## src/rtl/spi_tx_scheduler.sv

```systemverilog
// Round-robin arbitrates two TX byte requesters into a FIFO and exports one byte per SPI tick.
// cdc_stb follows a tick by one cycle unless cdc_busy holds it; a full FIFO deasserts both readies.
module spi_tx_scheduler #(
    parameter int         pDepth    = 4,
    parameter logic [7:0] pIdleByte = 8'hFF
) (
    input  logic                      clk,
    input  logic                      rst_n,
    input  logic [7:0]                req0_data,
    input  logic                      req0_valid,
    output logic                      req0_ready,
    input  logic [7:0]                req1_data,
    input  logic                      req1_valid,
    output logic                      req1_ready,
    input  logic                      tick,
    input  logic                      cdc_busy,
    output logic [7:0]                cdc_data,
    output logic                      cdc_stb,
    output logic [$clog2(pDepth):0]   level,
    output logic [7:0]                underruns,
    output logic [7:0]                missed
);
    localparam int AW = $clog2(pDepth);
    localparam int LW = AW + 1;

    typedef enum logic {IDLE, SEND} state_t;

    state_t        state, state_nxt;
    logic [7:0]    mem [pDepth];
    logic [AW-1:0] wr_ptr, rd_ptr;
    logic          rr;
    logic          can_push, grant0, grant1, push, pop, load;
    logic [7:0]    push_data;

    // Registered level gates the grant, so a pop while full cannot free a slot in the same cycle.
    assign can_push   = (level != LW'(pDepth));
    assign grant0     = can_push && req0_valid && (!req1_valid || !rr);
    assign grant1     = can_push && req1_valid && (!req0_valid || rr);
    assign req0_ready = grant0;
    assign req1_ready = grant1;
    assign push       = grant0 || grant1;
    assign push_data  = grant1 ? req1_data : req0_data;

    always_comb begin
        state_nxt = state;
        cdc_stb   = 1'b0;
        load      = 1'b0;
        pop       = 1'b0;
        case (state)
            IDLE: begin
                if (tick) begin
                    load      = 1'b1;
                    pop       = (level != '0);
                    state_nxt = SEND;
                end
            end
            SEND: begin
                if (!cdc_busy) begin
                    cdc_stb   = 1'b1;
                    state_nxt = IDLE;
                end
            end
            default: state_nxt = IDLE;
        endcase
    end

    always_ff @(posedge clk) begin
        if (push) begin
            mem[wr_ptr] <= push_data;
        end
    end

    always_ff @(posedge clk or negedge rst_n) begin
        if (!rst_n) begin
            state     <= IDLE;
            wr_ptr    <= '0;
            rd_ptr    <= '0;
            level     <= '0;
            rr        <= 1'b0;
            cdc_data  <= pIdleByte;
            underruns <= 8'd0;
            missed    <= 8'd0;
        end else begin
            state <= state_nxt;
            if (req0_valid && req1_valid && push) begin
                rr <= ~rr;
            end
            if (push) begin
                wr_ptr <= wr_ptr + AW'(1);
            end
            if (pop) begin
                rd_ptr <= rd_ptr + AW'(1);
            end
            case ({push, pop})
                2'b10:   level <= level + LW'(1);
                2'b01:   level <= level - LW'(1);
                default: level <= level;
            endcase
            if (load) begin
                if (pop) begin
                    cdc_data <= mem[rd_ptr];
                end else begin
                    cdc_data <= pIdleByte;
                    if (underruns != 8'hFF) begin
                        underruns <= underruns + 8'd1;
                    end
                end
            end
            if (state == SEND && tick && missed != 8'hFF) begin
                missed <= missed + 8'd1;
            end
        end
    end
endmodule

```

## config.mk

```make
export PLATFORM = sky130hd
export DESIGN_NAME = spi_tx_scheduler
export DESIGN_NICKNAME = d
export VERILOG_FILES = /design/src/rtl/spi_tx_scheduler.sv
export SDC_FILE = /design/constraint.sdc
export NUM_CORES = 1
export LEC_CHECK = 0
export CAP_MARGIN = 10
export CORE_AREA = 2 2 75 77
export CTS_CLUSTER_DIAMETER = 120
export DETAILED_ROUTE_END_ITERATION = 16
export DIE_AREA = 0 0 77 79
export PLACE_DENSITY = 0.88
export RECOVER_POWER = 25
export SETUP_SLACK_MARGIN = 0.05
export SYNTH_ARGS = -nofsm -noshare
export SYNTH_HDL_FRONTEND = slang
export SYNTH_SLANG_ARGS = --single-unit
```

## constraint.sdc

```tcl
create_clock -name clk -period 4.5 [get_ports clk]
set_input_delay 0.45 -clock clk [delete_from_list [all_inputs] [get_ports clk]]
set_output_delay 0.45 -clock clk [all_outputs]
set_load 0.05 [all_outputs]
```

* Word-level counts from Yosys, hierarchy flattened *
Memory sizes are Yosys's and may differ from the RTL's.
Cells that the tools add are included.
W data, S select, Z words.

cells by class
  $add $sub $neg = 6
  multipliers = 0
  divide/modulo/power cells = 0
  magnitude comparators = 0
  eq/ne operators = 5
  shifts and indexed selects = 0
  mux-type cells = 13
  bitwise operators = 3
  reduce and logical (&&, ||, !) cells = 17

operators by type and width
  operator               count
  $add A8 B1 Y8 const B  2
  $mux W8                2
  $ne A8 B8 Y1 const B   2
  $mux W1                9
  $logic_and A1 B1 Y1    8
  $pmux W3 S2            1
  $add A2 B1 Y2 const B  2
  $add A3 B1 Y3 const B  1
  $logic_not A1 Y1       3
  $logic_or A1 B1 Y1     3
  $ne A3 B3 Y1 const B   1
  $not A1 Y1             3
  $reduce_and A3 Y1      1
  $reduce_bool A3 Y1     1
  $sub A3 B1 Y3 const B  1
  $eq A2 B1 Y1 const B   1
  $eq A2 B2 Y1 const B   1
  $pmux W1 S2            1
  $reduce_bool A2 Y1     1

storage, ports and cells
  register bits after elaboration = 33
  latch bits = 0
  bits in writable memories = 32
  memory bits (read-only) = 0
  input bits = 22
  output and inout bits = 30
  word-level logic and storage cells = 53
  memories = 1

memories
  memory  words  width  read ports  clocked after memory_dff  write ports  line  source
  mem     4      8      1           0                         1            29    logic [7:0] mem [pDepth];

* Depth between registers and ports, before layout *
Gate-level depths: netlist (run 1).

  word-level depth = 6
  mapped depth = 9
  gate-level depth less buffers = 9

* Least setup slack after synthesis (run 1) *
Ideal clock, no wire load.

  path type = reg-to-reg
  from = reg level[1]
  to = reg level[2]
  setup time = 0.145 ns
  arrival time = 2.349 ns
  required time = 4.355 ns
  path slack = 2.006 ns
  cell stages (with the launch flop) = 10
  buffers on the path = 1
  period minus slack after synthesis = 2.494 ns
  path through = dfrtp_1 > or3_1 > buf_2 > nand2_1 > inv_1 > ha_1 > fa_1 > xnor2_1 > nor2_1 > xor2_1

between the ends
  cells in the longest elaborated chain, start to end = 6
  elaborated cells between the ends (all ways) = 15
  those cells by class = 2 x add/sub; 3 x eq/ne; 3 x mux; 7 x reduce/logical

ends and longest elaborated chain
  what                                                        line    source
  start, declared                                             19      output logic [$clog2(pDepth):0] level,
  start signal, assigned                                      95      2'b10: level <= level + LW'(1);
  start signal, assigned                                      96      2'b01: level <= level - LW'(1);
  start signal, assigned                                      97      default: level <= level;
  $ne A3 B3 Y1                                                36      assign can_push = (level != LW'(pDepth));
  $logic_and A1 B1 Y1, on equally long branches (2 in a row)  37, 38
  $logic_or A1 B1 Y1                                          41      assign push = grant0 || grant1;
  $eq A2 B1 Y1 / $eq A2 B2 Y1 (equally long branches)         94      case ({push, pop})
  $pmux W3 S2 / $reduce_bool A2 Y1 (equally long branches)    n/a

Parallel ways exist; a longest one is shown, timed or not.
A chain may end at the register's enable or synchronous reset.

* Worst setup path in the final report (run 1) *
  from = in tick
  to = reg level[1]

between the ends
  cells in the longest elaborated chain, start to end = 4
  elaborated cells between the ends (all ways) = 6
  those cells by class = 2 x eq/ne; 3 x mux; 1 x reduce/logical

ends and longest elaborated chain
  what                                                      line  source
  start, declared                                           15    input logic tick,
  $mux W1 (*)                                               51    if (tick) begin
  $mux W1 (*)                                               49    case (state)
  $eq A2 B1 Y1 / $eq A2 B2 Y1 (equally long branches)       94
  $pmux W3 S2 / $reduce_bool A2 Y1 (equally long branches)  n/a

Mark *: on every way between the ends. The rest lies on a longest branch, timed or not.

==> impl_summary.txt, run 1 <==
----------------------------------------------------
[Run status]
  Status ... finished with violations
  Violations in the final reports ... capacitance limit, slew limit

[Cells and area]
  Proportion of layout cells with a drive suffix above 1 ... 17.3%
  Filler instances ... 397
  Syn-to-layout area delta ... 27.2%
  Number of antenna cells inserted ... 0
  Filler-free cell count of the finished design ... 326
  Final nets ... 279

[STA]
  Transition time of the tightest slew-check pin ... 1.74 ns
  Smallest setup slack after layout ... ~1.7 ns
  Slew headroom ... -15.9%
  Number of max-slew violations in the final report ... 34
  RSZ-0062 raised after global routing ... false
  Setup-failing EPs final ... 0
  Final critical-path share of the clock period ... 61.6%
  Setup tns final ... 0 ns
  Max Clock Skew ... between 0.004 and 0.005 ns
  Final min period ... 2.77 ns
  Worst hold slack ... 0.495 ns
  Achievable Freq ... approximately 360 MHz
  Final Hold Vio Count ... 0

[Min path]
  Hold depth ... 1
  Worst min-delay path class ... flop to flop
  Endpoint of the worst hold-timing path ... rr
  Start point of the worst hold path ... rr

[Detailed routing]
  ANT nets after route ... 0
  Wirelength per Cell ... 15.9 µm
  Detailed router's first-iteration violation count ... 98
  Pre-antenna DRT Iters ... 4
  Via count of the routed design ... roughly 1800
  Post-detailed-route DRC marker count ... 0
  Final WL ... 5.18 mm
  Via-to-Cell Ratio ... around 5.4

[Synth]
  Post-Synthesis Cells ... 190
  Number of enable flip-flop cells after synthesis ... 32
  Most instantiated flip-flop cell in the synthesis netlist ... sky130_fd_sc_hd__edfxtp_1
  Post-Synthesis Cell Area ... around 2800 µm²
  Top post-synthesis cells by area ... sky130_fd_sc_hd__edfxtp_1 (34%), sky130_fd_sc_hd__dfrtp_1 (22%), sky130_fd_sc_hd__dfstp_2 (7.5%)
  Number of distinct library cells after synthesis ... 33
  Synthesized area divided by synthesized cell count ... 14.8 µm²
  Share of the synthesized area in the top cell type ... 34.1%
  Cell types with the highest counts after synthesis ... sky130_fd_sc_hd__edfxtp_1 (32), sky130_fd_sc_hd__dfrtp_1 (25), sky130_fd_sc_hd__nand2_1 (15), sky130_fd_sc_hd__mux2_2 (14), sky130_fd_sc_hd__xnor2_1 (10)
  Async set-reset flop share out of synthesis ... 50.8%
  Flop and latch count out of synthesis ... 65
  Dominant cell by count in the synthesized netlist ... sky130_fd_sc_hd__edfxtp_1
  Sequential cell area fraction in the yosys report ... 63.8%
  Total nets after synthesis ... 220
  Total of warnings raised by yosys ... 0
  Cell type contributing the most total cell area after synthesis ... sky130_fd_sc_hd__edfxtp_1

[Worst setup path]
  Cells on worst reg2reg path ... 6
  Data arrival time at the worst-slack endpoint ... about 3 ns
  Crit path kind ... primary input to flop
  Worst EP required ... approximately 4.7 ns
  Worst setup slack for register-to-register paths ... 2.03 ns
  Startpoint type of the worst setup path ... primary input
  Reg2Reg Launch Point ... state
  Maximum fanout encountered on the critical timing path ... 10
  Nature of the critical path endpoint ... flop
  End of the worst register-to-register path ... level[1]

[Global route]
  Vias in the first global route ... 1831
  Final global-route overflow total ... 0
  Overall track demand over capacity in global routing ... 19.4%
  Maximum number of pins on one net before global-route repair ... 34
  Antenna violations before repair ... 0
  Wire length of the first global-routing pass ... 8.82 mm

[CTS]
  Number of buffers between clock root and the deepest sink ... 2
  Level count of the clock H-tree ... 3
  CTS sink cnt ... 65
  TritonCTS clock tree ... built
  Clock Root Buffer ... sky130_fd_sc_hd__clkbuf_8
  Number of setup buffers added after CTS ... 0
  Hold buffer count at CTS ... 0
  CTS clk-pin slew, worst paths ... 0.06 ns
  Insertion delay of the later-clocked pin in the worst-skew pair ... around 0.34 ns
  Inserted Clock Buffers ... 9
  Resized cells post-CTS ... 0

[Place]
  Number of port buffers ... 51
  RD Place Congestion ... 0.785
  HPWL reported at the end of detailed placement ... approximately 3.7 mm
  Placed instance count ... 310
  Setup slack at placement ... 1.46 ns

[Floorplan]
  Initial standard-cell utilization of the core ... 52.8%
  Die Span Y ... between 70 and 80 µm
  Floorplan row count ... 27
  Width of the die ... 77 µm
  Die area ... 6080 µm²
  Boundary Pins ... 52
  Core ar. ... 5340 µm²

[Pwr]
  Standby leakage power ... ~1.4 nW
  Areal power density over the cells ... 719 nW/µm²
  IR drop worst, VDD ... ~0.00032 V

[Run]
  Max-cap check violation count ... 1

----------------------------------------------------
final cells by class:
cell class / count / area [µm²] / share of cell area [%]
sequential: 65 / 1800 / 50.1
multi-input combinational: 115 / 981 / 27.4
timing repair buffer: 52 / 514 / 14.4
clock buffer: 12 / 135 / 3.77
tap: 72 / 90.1 / 2.51
clock inverter: 4 / 43.8 / 1.22
inverter: 6 / 22.5 / 0.628
where the power goes:
part	switching (W)	internal, W	total, W
clock network	0.000207	0.000253	0.000460
logic	0.000624	0.000432	0.00106
registers	0.000176	0.000884	0.00106
total	0.00101	0.00157	0.00258
cell families (layout without fill, tap and decap cells):
| logic type | count (synthesis) | in the layout | share of synthesized area, % |
|---|---|---|---|
| flops | 65 | 65 | 63.8 |
| xor+xnor | 16 | 16 | 4.97 |
| fa+ha+maj | 8 | 8 | 3.82 |
| simple gates | 52 | 52 | 9.64 |
| mux | 22 | 22 | 12.0 |
| compound gates | 17 | 17 | 4.40 |
| buf+inv | 10 | 74 | 1.42 |
stage by stage:
| step | total power [W] | utilization [%] | area, µm² |
|---|---|---|---|
| 3_3_place_gp | 0.00210 | 63.9 | 3410 |
| 6_report | 0.00258 | 67.1 | 3580 |
| 4_1_cts | 0.00260 | 67.2 | 3590 |
| 2_1_floorplan | 0.00179 | - | 2820 |
| 3_5_place_dp | 0.00214 | 63.9 | 3410 |
| 5_1_grt | 0.00272 | 67.1 | 3580 |
flip-flops by register name (all words and copies together) (netlist names):
name / count
rd_ptr: 2
missed: 8
underruns: 8
cdc_data: 8
wr_ptr: 2
state: 1
mem: 32
level: 3
rr: 1
how the worst max path moves through the flow:
stage / from / end / cells after the start / slack, ns
floorplan: level[1] / level[2] / 9 / 2.01
global route: tick / level[1] / 7 / 1.53
global placement: tick / level[1] / 7 / 1.57
finish: tick / level[1] / 7 / 1.73
CTS: level[0] / req1_ready / 5 / 1.74
detailed placement: tick / level[1] / 7 / 1.46
metal layers:
metal	wire length (µm)	GRT usage (%)	vias up
li1	-	-	817
met5	0	0	-
met1	2170	23.1	864
met3	271	6.36	5
met4	48	8.57	0
met2	2690	32.5	64
critical path, stage by stage:
cell and delay, ns:
sky130_fd_sc_hd__dlygate4sd3_1 0.59, sky130_fd_sc_hd__nor2b_1 0.51, sky130_fd_sc_hd__nand2_1 0.37, sky130_fd_sc_hd__inv_1 0.16, sky130_fd_sc_hd__ha_1 0.22, sky130_fd_sc_hd__fa_1 0.42
sky130_fd_sc_hd__mux2_2 0.27
cell usage in the layout (no fill, tap or decap), types with 5 or more instances in the layout:
master | synthesis | routed
sky130_fd_sc_hd__nand2_1 | 15 | 15
sky130_fd_sc_hd__edfxtp_1 | 32 | 32
sky130_fd_sc_hd__dfrtp_1 | 25 | 25
sky130_fd_sc_hd__clkdlybuf4s50_1 | 0 | 49
sky130_fd_sc_hd__xnor2_1 | 10 | 10
sky130_fd_sc_hd__o22a_1 | 8 | 8
sky130_fd_sc_hd__inv_1 | 6 | 6
sky130_fd_sc_hd__ha_1 | 7 | 7
sky130_fd_sc_hd__clkbuf_8 | 0 | 9
sky130_fd_sc_hd__mux2_2 | 14 | 14
sky130_fd_sc_hd__xor2_1 | 6 | 6
sky130_fd_sc_hd__nor2_1 | 6 | 6
sky130_fd_sc_hd__nand3_1 | 5 | 5
sky130_fd_sc_hd__mux4_2 | 8 | 8
sky130_fd_sc_hd__dfstp_2 | 8 | 8
No activity file was read; power rests on OpenSTA's default activity.
==> run 2, diff against run 1 <==
Settings changed: CORE_AREA 2 2 75 77 to 2 2 77 79, DIE_AREA 0 0 77 79 to 0 0 79 81, PLACE_DENSITY 0.88 to 0.84.
Clock period 4.5 ns to 2.8 ns, I/O delays scaled along.
==> impl_summary.txt, run 2 (synthesis gave the netlist of run 1 again) <==
----------------------------------------------------
[Cells and area]
  Top register by number of flip-flops ... mem (unchanged)
  FF/Latch Area ... 1800 µm² (unchanged)
  Final nets ... 282 (was 279)
  Max reg flops ... 32 (unchanged)
  Number of antenna cells inserted ... 0 (unchanged)
  Proportion of layout cells with a drive suffix above 1 ... 19.8% (was 17.3%)
  Most used cells in the layout excluding fill and tap cells ... sky130_fd_sc_hd__clkdlybuf4s50_1 (50), sky130_fd_sc_hd__edfxtp_1 (32), sky130_fd_sc_hd__dfrtp_1 (25), sky130_fd_sc_hd__nand2_1 (15), sky130_fd_sc_hd__mux2_2 (14) (was sky130_fd_sc_hd__clkdlybuf4s50_1 (49), sky130_fd_sc_hd__edfxtp_1 (32), sky130_fd_sc_hd__dfrtp_1 (25), sky130_fd_sc_hd__nand2_1 (15), sky130_fd_sc_hd__mux2_2 (14))
  Multi-input logic area ... 981 µm² (unchanged)
  Most common library cell in the layout ignoring fill and taps ... sky130_fd_sc_hd__clkdlybuf4s50_1 (unchanged)
  Syn-to-layout area delta ... 28.9% (was 27.2%)
  Filler instances ... 467 (was 397)

[Min path]
  Endpoint of the worst hold-timing path ... rr (unchanged)
  Worst min-delay path class ... flop to flop (unchanged)
  Start point of the worst hold path ... rr (unchanged)
  Hold depth ... 1 (unchanged)

[Worst setup path]
  Cells traversed along the worst timing path ... nor2_1 > nand2_1 > nand3_1 > inv_1 > clkdlybuf4s50_1 (was dlygate4sd3_1 > nor2b_1 > nand2_1 > inv_1 > ha_1 > fa_1 > mux2_2)
  Startpoint type of the worst setup path ... flop (was primary input)
  Worst EP required ... 2.52 ns (was 4.72 ns)
  Worst setup slack for register-to-register paths ... 0.61 ns (was 2.03 ns)
  Crit path kind ... flop to primary output (was primary input to flop)
  Max incr delay on CP ... 0.79 ns (was 0.59 ns)
  Library cell contributing the largest single delay on the critical path ... sky130_fd_sc_hd__clkdlybuf4s50_1 (was sky130_fd_sc_hd__dlygate4sd3_1)
  Nature of the critical path endpoint ... primary output (was flop)
  Maximum fanout encountered on the critical timing path ... 5 (was 10)
  End of the worst register-to-register path ... level[2] (was level[1])
  Data arrival time at the worst-slack endpoint ... 1.98 ns (was 2.99 ns)
  Reg2Reg Launch Point ... level[1] (was state)
  Cells on worst reg2reg path ... 8 (was 6)

[CTS]
  Number of buffers between clock root and the deepest sink ... 2 (unchanged)
  Hold buffer count at CTS ... 0 (unchanged)
  Insertion delay of the later-clocked pin in the worst-skew pair ... 0.35 ns (was 0.34 ns)
  Level count of the clock H-tree ... 3 (unchanged)
  Clock Root Buffer ... sky130_fd_sc_hd__clkbuf_8 (unchanged)
  CTS sink cnt ... 65 (unchanged)
  TritonCTS clock tree ... built (unchanged)
  CTS clk-pin slew, worst paths ... 0.07 ns (was 0.06 ns)
  Number of setup buffers added after CTS ... 0 (unchanged)
  Inserted Clock Buffers ... 9 (unchanged)
  Resized cells post-CTS ... 0 (unchanged)

[STA]
  Setup-failing EPs final ... 0 (unchanged)
  Final min period ... approximately 2.3 ns
  RSZ-0062 raised after global routing ... false (unchanged)
  Final critical-path share of the clock period ... about 81%
  Achievable Freq ... 442 MHz
  Worst hold slack ... 0.499 ns (was 0.495 ns)
  Transition time of the tightest slew-check pin ... 1.82 ns (was 1.74 ns)
  Setup tns final ... 0 ns (unchanged)
  Number of max-slew violations in the final report ... 34 (unchanged)
  Final Hold Vio Count ... 0 (unchanged)
  Slew headroom ... -21.5% (was -15.9%)
  Max Clock Skew ... 0.0131 ns (was 0.00478 ns)

[Detailed routing]
  Via-to-Cell Ratio ... 5.31 (was 5.37)
  Via count of the routed design ... 1763 (was 1750)
  Final WL ... 5.18 mm (about the same)
  Detailed router's first-iteration violation count ... 86 (was 98)
  ANT nets after route ... 0 (unchanged)
  Wirelength per Cell ... 15.6 µm (was 15.9 µm)
  Post-detailed-route DRC marker count ... 0 (unchanged)
  Pre-antenna DRT Iters ... 5 (was 4)

[Pwr]
  IR drop worst, VDD ... 0.000730 V (was 0.000316 V)
  Areal power density over the cells ... 1160 nW/µm² (was 719 nW/µm²)
  Standby leakage power ... 1.40 nW (was 1.38 nW)

[Floorplan]
  Die area ... 6400 µm² (was 6080 µm²)
  Boundary Pins ... 52 (unchanged)
  Core ar. ... 5680 µm² (was 5340 µm²)
  Initial standard-cell utilization of the core ... 49.6% (was 52.8%)
  Width of the die ... 79 µm (was 77 µm)
  Floorplan row count ... 28 (was 27)
  Die Span Y ... 81 µm (was 79 µm)

[Global route]
  Vias in the first global route ... 1790 (was 1831)
  Antenna violations before repair ... 0 (unchanged)
  Final global-route overflow total ... 0 (unchanged)
  Overall track demand over capacity in global routing ... 18.1% (was 19.4%)
  Wire length of the first global-routing pass ... 8.55 mm (was 8.82 mm)
  Maximum number of pins on one net before global-route repair ... 34 (unchanged)

[Run]
  Max-cap check violation count ... 1 (unchanged)

[Run status]
  Violations in the final reports ... capacitance limit, slew limit (unchanged)
  Status ... finished with violations (unchanged)

[Place]
  HPWL reported at the end of detailed placement ... 3.68 mm (was 3.65 mm)
  Number of port buffers ... 51 (unchanged)
  RD Place Congestion ... 0.755 (was 0.785)

----------------------------------------------------
## run 2: changes by cell type in the layout (fill, tap and decap cells not counted), sizes merged
cell           delta
buf               +3
clkbuf            -3
clkdlybuf4s50     +1
clkinvlp          +1
dlygate4sd3       -1
inv               +2
## run 2: how the worst max path moves through the flow
stage / cells past startpoint / start / endpoint
2_1_floorplan: 9 / level[1] / level[2]
3_3_place_gp: 8 / req0_valid / level[2]
3_5_place_dp: 8 / req0_valid / level[2]
4_1_cts: 5 / level[0] / req1_ready
5_1_grt: 5 / level[0] / req1_ready
6_report: 5 / level[0] / req1_ready
## run 2: report_power, final
| group | switching (W) | leakage (nW) | internal, W |
|---|---|---|---|
| Combinational | 0.000992 | 0.615 | 0.000703 |
| Clock | 0.000392 | 0.100 | 0.000418 |
| Sequential | 0.000285 | 0.686 | 0.00142 |
## run 2: final cells by class
type                       instances  share of cell area [%]
timing repair buffer              55                    14.8
multi-input combinational        115                    27.0
clock inverter                     7                    2.14
inverter                           6                   0.620
tap                               75                    2.58
clock buffer                       9                    3.41
sequential                        65                    49.5
## run 2: critical path: cells and delay by family, from the launching register on
family | cells | cell delay, ns
flip-flops | 1 | 0.45
AND/OR/NAND/NOR | 3 | 0.33
buffers and inverters | 2 | 0.86
## run 2: per-stage QoR
step / util [%] / power (W) / std cells / worst slack [ns] / instance area [µm²]
after floorplan: - / 0.00287 / 190 / 0.306 / 2820
after global placement: 60.5 / 0.00336 / 316 / 0.618 / 3430
after detailed placement: 60.5 / 0.00344 / 316 / 0.530 / 3430
after CTS: 64.1 / 0.00426 / 332 / 0.500 / 3640
after global routing: 64.0 / 0.00443 / 332 / 0.388 / 3630
final: 64.0 / 0.00421 / 332 / 0.538 / 3630
## run 2: layer usage
| metal | part of all wire (%) | track usage (%) | vias up |
|---|---|---|---|
| li1 | - | - | 827 |
| met1 | 42 | 21.9 | 874 |
| met5 | 0 | 0 | - |
| met4 | 1.5 | 8.79 | 0 |
| met2 | 52 | 30.5 | 51 |
| met3 | 4.8 | 4.67 | 11 |
